[src/rtl/servo_pkg.sv]
// Shared types, default timing constants and pulse-width helper for the wheel servo PWM driver.
package servo_pkg;

  localparam int CMD_W             = 8;
  localparam int DEF_CLK_HZ        = 100_000_000;
  localparam int DEF_FRAME_US      = 20000;
  localparam int DEF_PULSE_BASE_US = 1000;
  localparam int DEF_STEP_US       = 4;
  localparam int DEF_SLEW_STEP     = 16;

  typedef enum logic [1:0] {
    ST_OFF,
    ST_PULSE,
    ST_GAP
  } ch_state_e;

  // Pulse width in microseconds; 32-bit result so no command can overflow it.
  function automatic logic [31:0] pulse_width(input logic [CMD_W-1:0] cmd,
                                              input int base_us,
                                              input int step_us);
    return 32'(base_us) + 32'(cmd) * 32'(step_us);
  endfunction

endpackage

[src/rtl/servo_pwm_channel.sv]
// One wheel channel: frame-boundary command latch, optional slew limit (SERVO_SLEW_LIMIT_EN)
// and the OFF/PULSE/GAP state machine producing a registered PWM output.
module servo_pwm_channel
  import servo_pkg::*;
#(
  parameter int FC_W          = 15,
  parameter int PULSE_BASE_US = DEF_PULSE_BASE_US,
  parameter int STEP_US       = DEF_STEP_US,
  parameter int SLEW_STEP     = DEF_SLEW_STEP
) (
  input  logic             clk,
  input  logic             rst,
  input  logic             tick,
  input  logic             frame_start,
  input  logic [FC_W-1:0]  frame_cnt,
  input  logic [CMD_W-1:0] cmd,
  output logic             pwm
);

  localparam logic [CMD_W-1:0] SLEW_C = CMD_W'(SLEW_STEP);

  ch_state_e        state, state_nxt;
  logic [CMD_W-1:0] cmd_app, cmd_nxt;
  logic             tick_q;
  logic [31:0]      width_us;
  logic             width_hit;

  // Move toward the target by at most SLEW_C; a zero target stops at once.
  function automatic logic [CMD_W-1:0] slew_sat(input logic [CMD_W-1:0] cur,
                                                input logic [CMD_W-1:0] tgt);
    logic [CMD_W-1:0] diff;
    if (tgt == '0) return '0;
    if (tgt > cur) begin
      diff = tgt - cur;
      return (diff > SLEW_C) ? cur + SLEW_C : tgt;
    end
    diff = cur - tgt;
    return (diff > SLEW_C) ? cur - SLEW_C : tgt;
  endfunction

  assign width_us  = pulse_width(cmd_app, PULSE_BASE_US, STEP_US);
  // frame_cnt lands on the width one cycle after the tick, which keeps the
  // high time aligned with the rise that follows frame_start.
  assign width_hit = tick_q && ({{(32-FC_W){1'b0}}, frame_cnt} == width_us);

  always_comb begin
    state_nxt = state;
    cmd_nxt   = cmd_app;
    if (frame_start) begin
`ifdef SERVO_SLEW_LIMIT_EN
      cmd_nxt = slew_sat(cmd_app, cmd);
`else
      cmd_nxt = cmd;
`endif
      state_nxt = (cmd_nxt != '0) ? ST_PULSE : ST_OFF;
    end else begin
      case (state)
        ST_PULSE: if (width_hit) state_nxt = ST_GAP;
        default:  state_nxt = state;
      endcase
    end
  end

  always_ff @(posedge clk or negedge rst) begin
    if (!rst) begin
      state   <= ST_OFF;
      cmd_app <= '0;
      tick_q  <= 1'b0;
      pwm     <= 1'b0;
    end else begin
      state   <= state_nxt;
      cmd_app <= cmd_nxt;
      tick_q  <= tick;
      pwm     <= (state_nxt == ST_PULSE);
    end
  end

endmodule

[src/rtl/servo_pwm_driver.sv]
// Two-channel hobby-servo PWM driver: 1 us prescaler, shared frame counter, one channel per wheel.
// Optional slew limiting of applied commands is enabled with SERVO_SLEW_LIMIT_EN.
module servo_pwm_driver
  import servo_pkg::*;
#(
  parameter int CLK_HZ        = DEF_CLK_HZ,
  parameter int FRAME_US      = DEF_FRAME_US,
  parameter int PULSE_BASE_US = DEF_PULSE_BASE_US,
  parameter int STEP_US       = DEF_STEP_US,
  parameter int SLEW_STEP     = DEF_SLEW_STEP
) (
  input  logic             clk,
  input  logic             rst,
  input  logic [CMD_W-1:0] cmd_l,
  input  logic [CMD_W-1:0] cmd_r,
  output logic             pwm_l,
  output logic             pwm_r,
  output logic             frame_start
);

  localparam int PRE_DIV = CLK_HZ / 1_000_000;
  localparam int PRE_W   = (PRE_DIV > 1) ? $clog2(PRE_DIV) : 1;
  localparam int FC_W    = $clog2(FRAME_US);
  localparam logic [PRE_W-1:0] PRE_MAX = PRE_W'(PRE_DIV - 1);
  localparam logic [FC_W-1:0]  FC_MAX  = FC_W'(FRAME_US - 1);

  logic [PRE_W-1:0] pre_cnt;
  logic [FC_W-1:0]  frame_cnt;
  logic             tick;
  logic             frame_wrap;

  assign tick       = (pre_cnt == PRE_MAX);
  assign frame_wrap = tick && (frame_cnt == FC_MAX);

  always_ff @(posedge clk or negedge rst) begin
    if (!rst) begin
      pre_cnt     <= '0;
      frame_cnt   <= '0;
      frame_start <= 1'b0;
    end else begin
      pre_cnt     <= tick ? '0 : pre_cnt + 1'b1;
      if (tick) frame_cnt <= frame_wrap ? '0 : frame_cnt + 1'b1;
      frame_start <= frame_wrap;
    end
  end

  servo_pwm_channel #(
    .FC_W          (FC_W),
    .PULSE_BASE_US (PULSE_BASE_US),
    .STEP_US       (STEP_US),
    .SLEW_STEP     (SLEW_STEP)
  ) u_ch_l (
    .clk         (clk),
    .rst         (rst),
    .tick        (tick),
    .frame_start (frame_start),
    .frame_cnt   (frame_cnt),
    .cmd         (cmd_l),
    .pwm         (pwm_l)
  );

  servo_pwm_channel #(
    .FC_W          (FC_W),
    .PULSE_BASE_US (PULSE_BASE_US),
    .STEP_US       (STEP_US),
    .SLEW_STEP     (SLEW_STEP)
  ) u_ch_r (
    .clk         (clk),
    .rst         (rst),
    .tick        (tick),
    .frame_start (frame_start),
    .frame_cnt   (frame_cnt),
    .cmd         (cmd_r),
    .pwm         (pwm_r)
  );

endmodule

[config.mk]
export PLATFORM = sky130hd
export DESIGN_NAME = servo_pwm_driver
export DESIGN_NICKNAME = d
export VERILOG_FILES = /design/src/rtl/servo_pkg.sv /design/src/rtl/servo_pwm_channel.sv /design/src/rtl/servo_pwm_driver.sv
export SDC_FILE = /design/constraint.sdc
export NUM_CORES = 1
export LEC_CHECK = 0
export CORE_MARGIN = 2
export CORE_UTILIZATION = 44
export CTS_BUF_LIST = sky130_fd_sc_hd__clkbuf_4
export DETAILED_ROUTE_END_ITERATION = 8
export MAX_ROUTING_LAYER = met4
export PLACE_DENSITY = 0.66
export SYNTH_ARGS = -nofsm -noshare
export SYNTH_HDL_FRONTEND = slang
export SYNTH_SLANG_ARGS = --single-unit
export TNS_END_PERCENT = 1
[constraint.sdc]
create_clock -name clk -period 1.91 [get_ports clk]
set_clock_uncertainty 0.15 [all_clocks]
set_input_delay 0.573 -clock clk [delete_from_list [all_inputs] [get_ports clk]]
set_output_delay 0.573 -clock clk [all_outputs]
set_load 0.01 [all_outputs]
==> flow_summary_export.csv <==
group,metric,value,unit
die,core,0.00551,mm²
placement,dp_hpwl,3630,µm
layout,fillCellCount,497,
yosys,yosys.cell_count.top_type,"dfrtp_1",
route,final_antenna_net_count,0,
die,die_w,79.3,µm
die,io_pins,21,
clocking,htreeDepth,2,
clocking,cts_tree,"yes",
critical_path,crit_required,2.03,ns
sta,fin_crit_sh,0.968,
sta,relSlewSlack,0.701,
layout,nNetsFinal,296,
critical_path,cp.depth,5,
yosys,synth_cells,237,
sta,fin_hold_ws,0.0191,ns
critical_path,cpPeakStageDelay,0.58,ns
global_routing,antenna_found_initial,0,
placement,gp_congestion,0.886,
critical_path,critPathCaptureType,"flop",
yosys,ys_warn_count,0,
die,rows,27,
sta,slew_viol_final,0,
route,via_count,1888,
power,p_per_area,544,mW/mm²
yosys,synth_top_area_frac,0.461,
critical_path,critPathKind,"flop to flop",
yosys,synth_flop_cell,"dfrtp_1",
power,leakagePower,1.33,nW
clocking,cts_hold_buffers,0,
global_routing,grt_use_met3,0.0261,
global_routing,use_met1,0.226,
layout,num_antenna_cells,0,
clocking,clockBufferDepth,2,
placement,dp_cells,338,
critical_path,reg2reg_depth,5,
yosys,yosysTopAreaCell,"dfrtp_1",
global_routing,grt_pass1_wl,8480,µm
critical_path,crit_family,"simple AND/OR/NAND/NOR gates",
power,ir_drop,0.293,mV
yosys,synthesis.nets,260,
yosys,synth-edff-count,0,
sta,period_minus_slack,1.85,ns
run,maxCapViolations,0,
critical_path,crit_arrival,1.97,ns
status,run_status,"completed",
yosys,synth.top_cells.by_area,"dfrtp_1 (46%), xnor2_1 (8.4%), mux2_2 (6.8%), xor2_1 (3.5%), nand2_1 (2.6%)",
yosys,ys_types,41,
sta,worst_slew_pin_slew,0.446,ns
yosys,synth-async-reset-ratio,1.00,
sta,final-hold-violation-count,0,
clocking,root_buffer,"clkbuf_4",
sta,setup_viol,0,
route,route.detailed.drc,0,
sta,fmax,0.541,GHz
critical_path,cp-start-kind,"flop",
clocking,clkLatencyLatePin,0.35,ns
route,via_per_inst,5.46,
critical_path,path_cells,"ha_2 > nand4bb_4 > or4_4 > nor2_1 > xor2_1",
global_routing,grt.busiest_layer,"met2",
clocking,clkTransAtPathRegs,0.14,ns
critical_path,cpMaxStageDelayCell,"or4_4",
power,p_total,1.65,mW
layout,area_delta_synth_final,21.7,%
global_routing,grt_pass1_vias,1859,
layout,drive_above_1_share,0.223,
die,die_h,79.3,µm
route,detail_route.wl_per_cell,14.3,µm
route,wl,4960,µm
sta,fin_tns_setup,0,ns
yosys,synthesis.area,0.00250,mm²
global_routing,grt_usage,0.177,
critical_path,crit_buf_inv,0,
placement,io_buffers,20,
yosys,ys_seq_area_frac,0.461,
yosys,ys_top_cells_by_count,"dfrtp_1 (46), xnor2_1 (24), nand2_1 (17), mux2_2 (15), nor2_1 (14)",
sta,rsz0062_at_grt,"yes",
layout,final_area,0.00304,mm²
die,floorplan.die_area,0.00629,mm²
global_routing,grt_overflow,0,
route,first_pass_iters,4,
clocking,numClockSinks,46,
route,drtIter0Drc,109,
yosys,synth_seq_cells,46,
layout,layout.cells.non_filler,346,
clocking,cts_buffers,5,
placement,dpl_cell_area,0.00289,mm²
min_path,hold_path_class,"input port to async pin",
global_routing,grt_max_degree,47,
global_routing,grtUsageMet2,0.286,
critical_path,critPathMaxFanout,5,
yosys,avgSynthCellArea,10.5,µm²
die,initial_core_util,0.453,
## area by class of cell
cell class / instances / area, µm² / area share
clock buffers: 7 / 52.6 / 0.0173
flip-flops and latches: 46 / 1150 / 0.379
multi-input cells: 173 / 1340 / 0.440
inverters: 8 / 30.0 / 0.00988
clock inverters: 1 / 30.0 / 0.00988
well taps: 72 / 90.1 / 0.0297
repair buffers: 39 / 347 / 0.114
## worst reg2reg max path, delay by kind of cell, from the launching register on
kind                       cells  cell delay, ns
xor gates and xnor gates       1            0.14
and+or+nand+nor                3            0.88
adders and majority gates      1            0.23
DFF                            1            0.39
## report_power, final
part / total, mW / switching [mW] / leakage (nW) / internal, mW
Combinational: 0.0685 / 0.0296 / 0.680 / 0.0389
Clock: 0.611 / 0.304 / 0.0463 / 0.307
Sequential: 0.974 / 0.0000479 / 0.601 / 0.974
Total: 1.65 / 0.334 / 1.33 / 1.32
## layout by cell type (no fill, tap or decap), types with 3 or more instances in the layout
master	instances
a211oi_1	3
a21oi_1	9
and3_1	3
and4_1	4
buf_4	18
clkbuf_4	7
clkdlybuf4s50_1	16
dfrtp_1	45
dlygate4sd2_1	3
inv_1	8
mux2_2	15
mux2i_1	3
nand2_1	17
nand2b_1	3
nand3_1	9
nand4_1	5
nor2_1	14
nor3_1	3
nor4_1	7
nor4_2	4
o21ai_0	3
o21ai_1	3
o31ai_1	4
xnor2_1	24
xor2_1	10
## timing repair
| action | in CTS | in global routing |
|---|---|---|
| endpoints found under the setup margin | 3 | 17 |
| pin swaps | 0 | 3 |
| hold endpoints to repair | 0 | 0 |
| resized for setup | 3 | 15 |
| buffers inserted | 0 | 0 |
## cells by family after synthesis
kind of cell,count (synthesis),share of synthesized area
AO/OA/AOI/OAI,36,0.101
XOR/XNOR,34,0.119
adder cells (fa/ha/maj),5,0.0251
buffers and inverters,18,0.0311
flip-flops,46,0.461
multiplexers,18,0.0797
AND/OR/NAND/NOR,80,0.182
## final timing paths
kind                       slack, ns       start           endpoint
max                             0.06  pre_cnt[0]       frame_cnt[8]
min reg2reg                     0.33  pre_cnt[0]         pre_cnt[0]
max in group asynchronous       1.35         rst  u_ch_l.cmd_app[1]
min                             0.02         rst       frame_cnt[6]
max reg2reg                     0.06  pre_cnt[0]       frame_cnt[8]
min in group clk                0.33  pre_cnt[0]         pre_cnt[0]
## flip-flops by register name, indices dropped and copies added (netlist names), 2 cells and up
name and count:
u_ch_l.cmd_app 8, pre_cnt 7, frame_cnt 15, u_ch_l.state 2
u_ch_r.state 2, u_ch_r.cmd_app 8
## per-layer routing
| layer | vias up | part of all wire |
|---|---|---|
| met5 | - | 0 |
| met4 | 0 | 0.0083 |
| met3 | 2 | 0.021 |
| met2 | 22 | 0.49 |
| met1 | 941 | 0.48 |
| li1 | 923 | - |
## per-stage QoR
stage	util	setup slack, ns
after detailed placement	0.525	-0.205
after global placement	0.525	-0.140
after floorplan	-	0.109
final	0.552	0.0604
after global routing	0.552	-0.0329
after CTS	0.539	0.00347
Power figures use the tool's default switching activity.
